**src/rtl/energy_agg_pkg.sv**
```systemverilog
// Shared types and constants for the energy sample aggregator: output field
// select codes, the queued frame record, min/max reset values and FIFO states.
package energy_agg_pkg;

    typedef enum logic [1:0] {
        SEL_AVG = 2'd0,
        SEL_MIN = 2'd1,
        SEL_MAX = 2'd2,
        SEL_CNT = 2'd3
    } sel_e;

    // Frame fields are sized for the largest supported configuration; the top
    // zero-extends into them and slices back out.
    localparam int unsigned AGG_MAX_CH_W   = 3;
    localparam int unsigned AGG_MAX_DATA_W = 16;

    typedef struct packed {
        logic [AGG_MAX_CH_W-1:0]   ch;
        logic [AGG_MAX_DATA_W-1:0] data;
    } frame_t;

    localparam logic [AGG_MAX_DATA_W-1:0] MIN_RESET = '1;
    localparam logic [AGG_MAX_DATA_W-1:0] MAX_RESET = '0;

    typedef enum logic [1:0] {
        FIFO_EMPTY = 2'd0,
        FIFO_ONE   = 2'd1,
        FIFO_TWO   = 2'd2
    } fifo_state_e;

endpackage

```
**src/rtl/agg_frame_fifo.sv**
```systemverilog
// Two-entry frame queue with registered head slot; reports empty/full and
// flags a push that arrives while full with no same-cycle pop.
module agg_frame_fifo
    import energy_agg_pkg::*;
(
    input  logic   clk,
    input  logic   rst_n,
    input  logic   flush,
    input  logic   push,
    input  frame_t push_frame,
    input  logic   pop,
    output frame_t head,
    output logic   empty,
    output logic   full,
    output logic   drop
);

    fifo_state_e state_q, state_d;
    frame_t      slot0_q, slot0_d;
    frame_t      slot1_q, slot1_d;

    always_ff @(posedge clk or negedge rst_n) begin
        if (!rst_n) begin
            state_q <= FIFO_EMPTY;
            slot0_q <= '0;
            slot1_q <= '0;
        end else begin
            state_q <= state_d;
            slot0_q <= slot0_d;
            slot1_q <= slot1_d;
        end
    end

    always_comb begin
        state_d = state_q;
        slot0_d = slot0_q;
        slot1_d = slot1_q;
        drop    = 1'b0;
        if (flush) begin
            state_d = FIFO_EMPTY;
            slot0_d = '0;
            slot1_d = '0;
        end else begin
            case (state_q)
                FIFO_EMPTY: begin
                    if (push) begin
                        slot0_d = push_frame;
                        state_d = FIFO_ONE;
                    end
                end
                FIFO_ONE: begin
                    if (push && pop) begin
                        slot0_d = push_frame;
                    end else if (push) begin
                        slot1_d = push_frame;
                        state_d = FIFO_TWO;
                    end else if (pop) begin
                        state_d = FIFO_EMPTY;
                    end
                end
                FIFO_TWO: begin
                    // Pop is taken before push, so a full queue still accepts
                    // a frame on a cycle where the head leaves.
                    if (pop) begin
                        slot0_d = slot1_q;
                        if (push) begin
                            slot1_d = push_frame;
                        end else begin
                            state_d = FIFO_ONE;
                        end
                    end else if (push) begin
                        drop = 1'b1;
                    end
                end
                default: state_d = FIFO_EMPTY;
            endcase
        end
    end

    assign head  = slot0_q;
    assign empty = (state_q == FIFO_EMPTY);
    assign full  = (state_q == FIFO_TWO);

endmodule

```
**src/rtl/energy_sample_aggregator.sv**
```systemverilog
// Per-channel boxcar average plus min/max over 2^LOG2_AVG samples, streamed out
// through a 2-frame queue. VEDM_AGG_THRESH_EN adds the thresh input / alarm output.
module energy_sample_aggregator
    import energy_agg_pkg::*;
#(
    parameter int unsigned DATA_W   = 8,
    parameter int unsigned N_CH     = 4,
    parameter int unsigned LOG2_AVG = 3,
    parameter int unsigned CH_W     = 2
) (
    input  logic              clk,
    input  logic              rst_n,
    input  logic              ena,
    input  logic              in_valid,
    input  logic [CH_W-1:0]   in_ch,
    input  logic [DATA_W-1:0] in_data,
    input  logic              clr,
    input  logic [1:0]        sel,
    output logic              out_valid,
    input  logic              out_ready,
    output logic [CH_W-1:0]   out_ch,
    output logic [DATA_W-1:0] out_data,
`ifdef VEDM_AGG_THRESH_EN
    input  logic [DATA_W-1:0] thresh,
    output logic [N_CH-1:0]   alarm,
`endif
    output logic              overrun
);

    localparam int unsigned       SUM_W     = DATA_W + LOG2_AVG;
    localparam int unsigned       IDX_W     = $clog2(N_CH);
    localparam logic [DATA_W-1:0] CNT_FIELD = DATA_W'(1 << LOG2_AVG);
    localparam logic [DATA_W-1:0] MIN_INIT  = MIN_RESET[DATA_W-1:0];
    localparam logic [DATA_W-1:0] MAX_INIT  = MAX_RESET[DATA_W-1:0];

    logic [SUM_W-1:0]    sum_q [N_CH];
    logic [LOG2_AVG-1:0] cnt_q [N_CH];
    logic [DATA_W-1:0]   min_q [N_CH];
    logic [DATA_W-1:0]   max_q [N_CH];

    logic              clr_en;
    logic              in_range;
    logic              accept;
    logic              win_done;
    logic [IDX_W-1:0]  idx;
    logic [SUM_W-1:0]  sum_next;
    logic [DATA_W-1:0] avg;
    logic [DATA_W-1:0] min_next;
    logic [DATA_W-1:0] max_next;
    logic [DATA_W-1:0] field;
    frame_t            push_frame;
    frame_t            head_frame;
    logic              fifo_empty;
    logic              fifo_full;
    logic              fifo_drop;
    logic              pop;

    if ((1 << CH_W) > N_CH) begin : g_range_chk
        assign in_range = (in_ch < CH_W'(N_CH));
    end else begin : g_range_all
        assign in_range = 1'b1;
    end

    assign idx      = in_ch[IDX_W-1:0];
    assign clr_en   = ena && clr;
    assign accept   = ena && in_valid && in_range && !clr;
    assign win_done = accept && (cnt_q[idx] == '1);

    // The frame includes the sample being accepted this cycle.
    always_comb begin
        sum_next = sum_q[idx] + SUM_W'(in_data);
        avg      = sum_next[SUM_W-1:LOG2_AVG];
        min_next = (in_data < min_q[idx]) ? in_data : min_q[idx];
        max_next = (in_data > max_q[idx]) ? in_data : max_q[idx];
    end

    always_comb begin
        field = avg;
        case (sel_e'(sel))
            SEL_MIN: field = min_next;
            SEL_MAX: field = max_next;
            SEL_CNT: field = CNT_FIELD;
            default: field = avg;
        endcase
    end

    always_comb begin
        push_frame      = '0;
        push_frame.ch   = AGG_MAX_CH_W'(in_ch);
        push_frame.data = AGG_MAX_DATA_W'(field);
    end

    always_ff @(posedge clk or negedge rst_n) begin
        if (!rst_n) begin
            sum_q <= '{default: '0};
            cnt_q <= '{default: '0};
            min_q <= '{default: MIN_INIT};
            max_q <= '{default: MAX_INIT};
        end else if (clr_en) begin
            sum_q <= '{default: '0};
            cnt_q <= '{default: '0};
            min_q <= '{default: MIN_INIT};
            max_q <= '{default: MAX_INIT};
        end else if (accept) begin
            if (win_done) begin
                sum_q[idx] <= '0;
                cnt_q[idx] <= '0;
                min_q[idx] <= MIN_INIT;
                max_q[idx] <= MAX_INIT;
            end else begin
                sum_q[idx] <= sum_next;
                cnt_q[idx] <= cnt_q[idx] + LOG2_AVG'(1);
                min_q[idx] <= min_next;
                max_q[idx] <= max_next;
            end
        end
    end

    assign pop = !fifo_empty && out_ready && ena;

    agg_frame_fifo u_fifo (
        .clk        (clk),
        .rst_n      (rst_n),
        .flush      (clr_en),
        .push       (win_done),
        .push_frame (push_frame),
        .pop        (pop),
        .head       (head_frame),
        .empty      (fifo_empty),
        .full       (fifo_full),
        .drop       (fifo_drop)
    );

    a_drop_only_when_full: assert property (@(posedge clk) disable iff (!rst_n)
        fifo_drop |-> fifo_full);

    always_ff @(posedge clk or negedge rst_n) begin
        if (!rst_n) begin
            overrun <= 1'b0;
        end else if (clr_en) begin
            overrun <= 1'b0;
        end else if (fifo_drop) begin
            overrun <= 1'b1;
        end
    end

    assign out_valid = !fifo_empty;
    assign out_ch    = head_frame.ch[CH_W-1:0];
    assign out_data  = head_frame.data[DATA_W-1:0];

    if (AGG_MAX_CH_W > CH_W) begin : g_ch_pad
        logic unused_ch_pad;
        assign unused_ch_pad = ^head_frame.ch[AGG_MAX_CH_W-1:CH_W];
    end
    if (AGG_MAX_DATA_W > DATA_W) begin : g_data_pad
        logic unused_data_pad;
        assign unused_data_pad = ^head_frame.data[AGG_MAX_DATA_W-1:DATA_W];
    end

`ifdef VEDM_AGG_THRESH_EN
    logic [N_CH-1:0] alarm_q;

    always_ff @(posedge clk or negedge rst_n) begin
        if (!rst_n) begin
            alarm_q <= '0;
        end else if (clr_en) begin
            alarm_q <= '0;
        end else if (win_done) begin
            alarm_q[idx] <= (avg < thresh);
        end
    end

    assign alarm = alarm_q;
`endif

endmodule

```
**config.mk**
```make
export PLATFORM = sky130hd
export DESIGN_NAME = energy_sample_aggregator
export DESIGN_NICKNAME = d
export VERILOG_FILES = /design/src/rtl/energy_agg_pkg.sv /design/src/rtl/agg_frame_fifo.sv /design/src/rtl/energy_sample_aggregator.sv
export SDC_FILE = /design/constraint.sdc
export NUM_CORES = 1
export LEC_CHECK = 0
export CORE_MARGIN = 2
export CORE_UTILIZATION = 35
export CTS_CLUSTER_DIAMETER = 100
export DETAILED_ROUTE_END_ITERATION = 12
export GPL_ROUTABILITY_DRIVEN = 0
export PLACE_DENSITY = 0.61
export SLEW_MARGIN = 0
export SYNTH_ARGS = -nofsm -noshare
export SYNTH_HDL_FRONTEND = slang
export SYNTH_SLANG_ARGS = --single-unit
export TNS_END_PERCENT = 50
```
**constraint.sdc**
```tcl
create_clock -name clk -period 4.2 [get_ports clk]
set_clock_uncertainty 0.05 [all_clocks]
set_input_delay 0.84 -clock clk [delete_from_list [all_inputs] [get_ports clk]]
set_output_delay 0.84 -clock clk [all_outputs]
set_load 0.02 [all_outputs]
```
* Yosys cells after proc, flatten, opt, wreduce, memory -nomap -nowiden
Cells that the tools add are included.
Cells by class: mux-type cells 61, add/subtract/negate cells 2, equality and inequality tests 12, reduce and logical (&&, ||, !) cells 18, bitwise gates (word level) 8, $lt $le $gt $ge 4
Operators with widths (number):
- $mux W32 | 6
- $mux W44 | 3
- $mux W19 | 4
- $mux W18 | 4
- $bwmux W32 | 2
- $mux W8 | 7
- $pmux W18 S3 | 1
- $and A44 B44 Y44 | 1
- $bwmux W44 | 1
- $not A44 Y44 | 1
- $pmux W19 S2 | 1
- $mux W12 | 3
- $mux W11 | 3
- $and A32 B32 Y32 | 1
- $bmux W8 S2 | 2
- $not A32 Y32 | 1
- $or A32 B32 Y32 | 1
- $pmux W8 S3 | 1
- $bmux W11 S2 | 1
- $demux W11 S2 | 1
- $demux W8 S2 | 1
- $mux W2 | 7
- $and A12 B12 Y12 | 1
- $bwmux W12 | 1
- 28 further kinds | 50
Word-level totals: register bits after elaboration 152, input port bits 18, output and inout bits 12

* Longest topological paths before layout
Gate-level depths: netlist (run 1).
depth in word-level cells 12, mapped depth 15

* Modules after synthesis
A second synthesis (run 1) with hierarchy kept.
Second synthesis, totals: cells, all modules 789, area, all modules 8360.5 um^2
By module, submodules not included:
- energy_sample_aggregator | times used 1, area an instance 6336.1 um^2, cells an instance 595, seq. area each 3067.9 um^2
- agg_frame_fifo | times used 1, area an instance 2024.4 um^2, cells an instance 194, seq. area each 1001.0 um^2

* Worst setup path after synthesis (run 1)
OpenSTA, ideal clock, no wires.
path kind input-to-reg, start in in_ch[0], end reg u_fifo.slot1_q[7] (netlist bit), path slack -0.162 ns, arrival 4.186 ns, stages on the path 14, path buffers 5, cell sequence buf_6 buf_2 clkbuf_1 buf_2 mux4_2 ha_1 clkbuf_1 a2111o_1 nor2_1 a221oi_1 xnor2_1 or3_1 o21ai_0 a221o_1
On the way: cells in the longest elaborated chain, start to end 11, elaborated cells between the ends (all ways) 29, classes of those cells 1 x add/sub; 2 x order compare; 2 x eq/ne; 20 x mux; 1 x bitwise; 3 x reduce/logical
RTL lines:
- from (decl) | line energy_sample_aggregator.sv:15 | input logic [CH_W-1:0] in_ch,
- $not A2 Y3 (implied by the code) (*)
- $bmux W8 S2, on equally long branches | line energy_sample_aggregator.sv:74, energy_sample_aggregator.sv:73
- $mux W8, on equally long branches (2 in series) | line energy_sample_aggregator.sv:74, energy_sample_aggregator.sv:73
- $gt A8 B8 Y1 or $lt A8 B8 Y1 (tied branches) | line energy_sample_aggregator.sv:74, energy_sample_aggregator.sv:73
- $mux W8, on equally long branches | line energy_sample_aggregator.sv:74, energy_sample_aggregator.sv:73
- $pmux W8 S3 | line energy_sample_aggregator.sv:79 | case (sel_e'(sel))
- $mux W19 | line agg_frame_fifo.sv:54, agg_frame_fifo.sv:66
- $mux W19, on equally long branches | line agg_frame_fifo.sv:64, agg_frame_fifo.sv:52
- $pmux W19 S2 | line agg_frame_fifo.sv:44 | case (state_q)
- $mux W19 | line agg_frame_fifo.sv:39 | if (flush) begin
- to (signal assigned) | line agg_frame_fifo.sv:30 | slot1_q <= slot1_d;
- to (decl) | line agg_frame_fifo.sv:20 | frame_t slot1_q, slot1_d;
Mark *: on every way between the ends. The rest lies on a longest branch, timed or not. The select of a mux whose other input is x is not followed. A chain may end at the register's enable or synchronous reset.

* Final worst setup path (run 1)
start in in_ch[1], end reg u_fifo.slot1_q[4] (netlist bit)
The elaborated chain is that of the path after synthesis.

==> results of run 1 <==
-- through the flow --
| step | cells | utilization | hold slack (ns) | power [W] | area (µm²) |
|---|---|---|---|---|---|
| 4_1_cts | 1056 | 0.4244 | 0.3638 | 0.003901 | 8922 |
| 5_1_grt | 1056 | 0.4244 | 0.3897 | 0.004052 | 8922 |
| 3_5_place_dp | 1024 | 0.3973 | 0.4165 | 0.002436 | 8352 |
| 3_3_place_gp | 1024 | 0.3973 | 0.4070 | 0.002430 | 8352 |
| 2_1_floorplan | 713 | - | 0.3916 | 0.002075 | 7493 |
| 6_report | 1056 | 0.4244 | 0.3384 | 0.003892 | 8922 |
-- path summary, 6_finish.rpt --
| path | from | to | depth (start not counted) |
|---|---|---|---|
| worst max register to register | min_q[5] | u_fifo.head[1] | 10 |
| worst min-delay path | rst_n | cnt_q[2] | 1 |
| max in group asynchronous | rst_n | sum_q[28] | 2 |
| min in group clk | max_q[29] | max_q[29] | 2 |
| worst min register to register | max_q[29] | max_q[29] | 2 |
| worst max-delay path | in_ch[1] | u_fifo.slot1_q[4] | 12 |
-- worst reg2reg max path, stage by stage, from the launching register on --
cell and delay [ns]:
dfstp_2 0.37, mux4_2 0.50, inv_1 0.08, ha_1 0.24, a21o_1 0.18, a21o_1 0.17, a211oi_1 0.37, o31ai_4 0.23
mux2i_1 0.36, a2bb2oi_1 0.35, o221ai_1 0.15
-- placed cells by master (no fill, tap or decap), types with 7 or more instances in the layout --
cell type	synthesis	routed
inv_1	29	29
dfrtp_1	111	111
mux4_2	28	28
ha_1	29	29
o21ai_0	76	72
a22o_1	27	27
buf_4	0	42
clkbuf_16	0	19
a21oi_1	59	59
nand2b_1	8	8
nor3_1	7	7
o21a_1	8	8
nor2_1	58	58
mux2i_1	19	19
nand2_1	87	87
clkdlybuf4s50_1	0	26
dfstp_2	32	32
-- logic make-up (layout without fill, tap and decap cells) --
family / Yosys count / after routing / synth area share
AO/OA/AOI/OAI: 227 / 227 / 0.1958
XOR/XNOR: 8 / 8 / 0.009356
adder cells (fa/ha/maj): 30 / 30 / 0.05112
buffers and inverters: 67 / 135 / 0.03508
flip-flops: 143 / 143 / 0.4831
multiplexers: 49 / 49 / 0.1166
AND/OR/NAND/NOR: 189 / 189 / 0.1089
-- registers in the layout (all words and copies together) (netlist names) --
signal and flops:
cnt_q 12, max_q 32, min_q 32, overrun 1, sum_q 44, u_fifo.head 10
u_fifo.slot1_q 10, u_fifo.state_q 2
-- power by group through the flow --
stage | clock network [W] | logic, W | registers (W)
after floorplan | 0 | 0.000458 | 0.00162
after global placement | 0 | 0.000847 | 0.00158
after detailed placement | 0 | 0.000853 | 0.00158
after CTS | 0.00148 | 0.000857 | 0.00156
after global routing | 0.00155 | 0.000927 | 0.00157
final | 0.00147 | 0.000857 | 0.00156
-- routing by layer --
layer	wire, µm	part of all wire	GRT usage
met1	9527	0.45	0.2651
met2	10240	0.48	0.3184
met3	1026	0.048	0.03667
met4	530	0.025	0.07311
met5	0	0	0
-- cell type report --
cell class	count	area, µm²
tap	275	344.1
multi-input combinational	503	3623
timing repair buffer	74	656.9
fill	1993	12100
sequential	143	3618
clock buffer	22	496.7
clock inverter	10	73.82
inverter	29	108.9
==> flow_metrics.py, run 1 <==
metrics = {
    "worst_setup_path": {
        "critPathCaptureType": "flop",
        "path_class": "in -> reg",
        "path_cells": "buf_2, buf_4, mux4_2, inv_1, ha_1, nand4_1, nor2_1, o22ai_2, mux2i_1, nand2_1, o211a_1, o31a_1",
        "worst_path_max_delay_cell": "o22ai_2",
        "critPathTopFamily": "compound AO/OA/AOI/OAI gates",
        "cp.required_ns": 4.47,
        "critPathBufInv": 3,
        "critPathMaxStageDelay_ns": 0.50,
        "r2r_setup_slack_ns": 1.02,
        "startpoint_type": "primary input",
        "critPathMaxFanout": 14,
        "cp.arrival_ns": 3.86,
    },
    "timing": {
        "finalSetupTns_ns": 0,
        "worst_slew_pin_slew_ns": 0.6926,
        "clock.fmax_mhz": 278.5,
        "rsz0062_at_grt": "no",
        "slew_headroom": 0.5383,
        "finalSetupViolations": 0,
        "slew_viol_final": 0,
        "min_period_ns": 3.591,
        "fin_ws_ns": 0.6093,
        "hold_viol_final": 0,
        "finalCritPeriodShare": 0.8549,
    },
    "clock_tree": {
        "clkTransAtPathRegs_ns": 0.06,
        "clock_sinks": 143,
        "ctsHtreeMaxLevel": 4,
        "clock_path_buffers": 2,
        "cts_tree": "yes",
        "cts_setup_buffers": 0,
        "postCtsHoldBufs": 0,
        "clock_latency_ns": 0.43,
        "cts_root_buffer": "clkbuf_16",
        "cts_buffers": 17,
        "ctsResizeCount": 0,
    },
    "power_and_ir_drop": {
        "p_sw_frac": 0.3066,
        "pwr-share-seq": 0.401,
        "power_switching_w": 0.001193,
        "p_clk_frac": 0.378,
        "peakVddDrop_v": 0.0002576,
        "p_per_area_mw_per_mm2": 436.2,
        "p_int_w": 0.002699,
        "comb_power_share": 0.220,
        "leakage_nw": 3.892,
    },
    "synthesis": {
        "synth_warnings": 0,
        "ys.flop_type": "dfrtp_1",
        "ys_types": 58,
        "seq_area_frac_synth": 0.4831,
        "syn_inst": 713,
        "syn_area_mm2": 0.007490,
        "ys_ff_latch": 143,
        "synthArstFlopShare": 1.000,
        "synthTopCellsByCount": "111 x dfrtp_1, 87 x nand2_1, 76 x o21ai_0",
        "syn_area_per_cell_um2": 10.50,
        "yosysMostFrequentCell": "dfrtp_1",
        "synth_area_leaders": "dfrtp_1 37%, dfstp_2 11%, mux4_2 8.4%",
        "syn_nets": 761,
        "synth-edff-count": 0,
        "synth_top_area_share": 0.3709,
        "synth_area_leader_cell": "dfrtp_1",
    },
    "floorplanning": {
        "rows": 53,
        "start_util": 0.3563,
        "pin_count": 30,
        "die_y_um": 150.3,
        "core_mm2": 0.02102,
        "die_w_um": 150.3,
        "die-area_mm2": 0.02259,
    },
    "flow_run": {
        "cap_violations": 0,
    },
    "placed_design": {
        "dp_slack_ns": 0.1767,
        "port_buffers": 29,
        "dp_hpwl_mm": 14.76,
    },
    "global_route": {
        "grt_pass1_wl_mm": 33.60,
        "grt_usage": 0.1973,
        "grt_max_degree": 81,
        "grt_overflow_total": 0,
        "antenna_found_initial": 0,
        "grt_pass1_vias": 5900,
    },
    "drt": {
        "ant_nets": 0,
        "drtIter0Drc": 482,
        "wl_per_cell_um": 20.19,
        "drtPass1Iterations": 4,
        "wl_mm": 21.32,
        "via_per_inst": 5.602,
        "vias": 5916,
        "drcViolationCount": 0,
    },
    "hold_path": {
        "hold_class": "in -> async",
    },
    "layout": {
        "fin_nets": 816,
        "areaGrowthSynthToFinish_pct": 19.13,
        "n_antenna_cell": 0,
        "drive_above_1_share": 0.1921,
    },
    "status": {
        "outcome": "finished, final reports clean",
    },
}
Power figures use the tool's default switching activity.
==> inputs of run 2 (changes only) <==
--- a/config.mk
+++ b/config.mk
@@ -11,6 +11,7 @@
 export DETAILED_ROUTE_END_ITERATION = 12
 export GPL_ROUTABILITY_DRIVEN = 0
 export PLACE_DENSITY = 0.61
+export REMOVE_ABC_BUFFERS = 1
 export SLEW_MARGIN = 0
 export SYNTH_ARGS = -nofsm -noshare
 export SYNTH_HDL_FRONTEND = slang
==> flow_metrics.py, run 2 (synthesis results as in run 1) <==
metrics = {
    "worst_setup_path": {
        "r2r_setup_slack_ns": 1.05,
        "path_class": "in -> reg",
        "worst_path_max_delay_cell": "o22ai_2",
        "critPathCaptureType": "flop",
        "endpoint": "u_fifo.slot1_q[4]",
        "reg2reg_depth": 10,
        "startpoint_type": "primary input",
        "r2r_end": "u_fifo.slot1_q[3]",
        "r2r_start": "max_q[2]",
        "critPathMaxStageDelay_ns": 0.52,
        "cp.required_ns": 4.46,
        "critPathBufInv": 3,
        "cp.depth": 12,
        "path_cells": "buf_2, buf_4, mux4_2, inv_1, ha_1, nand4_1, nor2_1, o22ai_2, mux2i_1, nand2_1, o211a_1, o31a_1",
        "crit_path_start": "in_ch[0]",
        "cp.arrival_ns": 4.07,
        "critPathMaxFanout": 15,
        "critPathTopFamily": "compound AO/OA/AOI/OAI gates",
    },
    "timing": {
        "worst_slew_pin_slew_ns": 0.9320,
        "clock.fmax_mhz": 262.8,
        "fin_ws_ns": 0.3950,
        "fin_hold_ws_ns": 0.4186,
        "slew_viol_final": 0,
        "slew_headroom": 0.3742,
        "finalCritPeriodShare": 0.9059,
        "hold_viol_final": 0,
        "min_period_ns": 3.805,
        "finalSetupViolations": 0,
        "rsz0062_at_grt": "no",
    },
    "power_and_ir_drop": {
        "p_clk_frac": 0.370,
        "comb_power_share": 0.227,
        "peakVddDrop_v": 0.0003836,
        "p_int_w": 0.002662,
        "pwr-share-seq": 0.403,
        "leakage_nw": 3.912,
        "power_switching_w": 0.001219,
        "p_per_area_mw_per_mm2": 433.3,
        "power_w": 0.003881,
        "p_sw_frac": 0.3141,
    },
    "layout": {
        "fin_nets": 824,
        "n_antenna_cell": 0,
        "mostFrequentLayoutCells": "111 x dfrtp_1, 87 x nand2_1, 72 x o21ai_0",
        "final_cell_area_mm2": 0.008956,
        "regMostFlops": "sum_q",
        "areaGrowthSynthToFinish_pct": 19.58,
        "largest_reg_flops": 44,
        "fin_util": 0.4260,
        "top_regs": "sum_q x44, max_q x32, min_q x32",
        "drive_above_1_share": 0.2028,
        "final_common_cell": "dfrtp_1",
    },
    "floorplanning": {
        "rows": 53,
        "die-area_mm2": 0.02259,
        "core_mm2": 0.02102,
        "die_w_um": 150.3,
        "die_y_um": 150.3,
        "start_util": 0.3563,
        "pin_count": 30,
    },
    "drt": {
        "wl_mm": 21.53,
        "via_per_inst": 5.590,
        "wl_per_cell_um": 20.24,
        "drcViolationCount": 0,
        "drtPass1Iterations": 5,
        "vias": 5948,
        "drtIter0Drc": 438,
        "ant_nets": 0,
    },
    "clock_tree": {
        "clock_path_buffers": 2,
        "clock_latency_ns": 0.43,
        "cts_root_buffer": "clkbuf_16",
        "ctsHtreeMaxLevel": 4,
        "cts_buffers": 17,
        "clock_sinks": 143,
        "ctsResizeCount": 0,
        "cts_tree": "yes",
        "clkTransAtPathRegs_ns": 0.07,
        "postCtsHoldBufs": 0,
        "cts_setup_buffers": 0,
    },
    "flow_run": {
        "cap_violations": 0,
    },
    "global_route": {
        "grt_pass1_vias": 5951,
        "grt_usage": 0.1999,
        "antenna_found_initial": 0,
        "grt_pass1_wl_mm": 33.75,
        "grt_max_degree": 78,
        "grt_overflow_total": 0,
    },
    "placed_design": {
        "dp_hpwl_mm": 14.74,
        "dp_slack_ns": -0.01949,
        "port_buffers": 29,
        "dpl_cell_area_mm2": 0.008399,
    },
    "status": {
        "outcome": "finished, final reports clean",
    },
    "hold_path": {
        "hold_class": "in -> async",
    },
}
run 2: changes by cell type in the layout (fill, tap and decap cells not counted), sizes merged:
cell,delta
buf,+8
clkbuf,-3
clkinvlp,+2
clkinv,+1
run 2: worst min-delay path by stage:
stage               startpoint              end  slack [ns]
2_1_floorplan        sum_q[32]        sum_q[32]        0.39
3_3_place_gp         sum_q[21]        sum_q[21]        0.41
3_5_place_dp   u_fifo.head[17]  u_fifo.head[17]        0.41
4_1_cts        u_fifo.head[16]  u_fifo.head[16]        0.43
5_1_grt               cnt_q[3]         cnt_q[3]        0.45
6_report                 rst_n        max_q[25]        0.42
run 2: layer usage:
layer	share of wire	GRT usage	vias up	wire length [µm]
met5	0	0	-	0
met4	0.019	0.05708	0	408
met3	0.062	0.05152	25	1332
met2	0.46	0.3120	190	9878
met1	0.46	0.2757	3010	9913
li1	-	-	2723	-
run 2: power groups by stage:
stage / Combinational (W) / Sequential (W) / Clock, W
final: 0.000880 / 0.00156 / 0.00144
after global routing: 0.000958 / 0.00157 / 0.00152
after CTS: 0.000878 / 0.00156 / 0.00145
after detailed placement: 0.000873 / 0.00158 / 0
after global placement: 0.000863 / 0.00159 / 0
after floorplan: 0.000430 / 0.00162 / 0
run 2: area by class of cell:
cell class | count | area (µm²)
timing repair buffer | 82 | 704.4
sequential | 143 | 3618
fill | 2043 | 12070
clock buffer | 19 | 452.9
tap | 275 | 344.1
inverter | 29 | 108.9
clock inverter | 13 | 103.9
multi-input combinational | 503 | 3623
run 2: worst reg2reg max path, delay by kind of cell, from the launching register on:
family                   cells  cell delay, ns
AO/OA/AOI/OAI                5            1.33
adder cells (fa/ha/maj)      1            0.25
buffers and inverters        1            0.10
flip-flops                   1            0.37
multiplexers                 2            0.77
AND/OR/NAND/NOR              1            0.21
run 2: stage by stage:
step / std cells / setup TNS [ns]
after floorplan: 675 / 0
after global placement: 1032 / 0
after detailed placement: 1032 / -0.02531
after CTS: 1064 / 0
after global routing: 1064 / 0
final: 1064 / 0
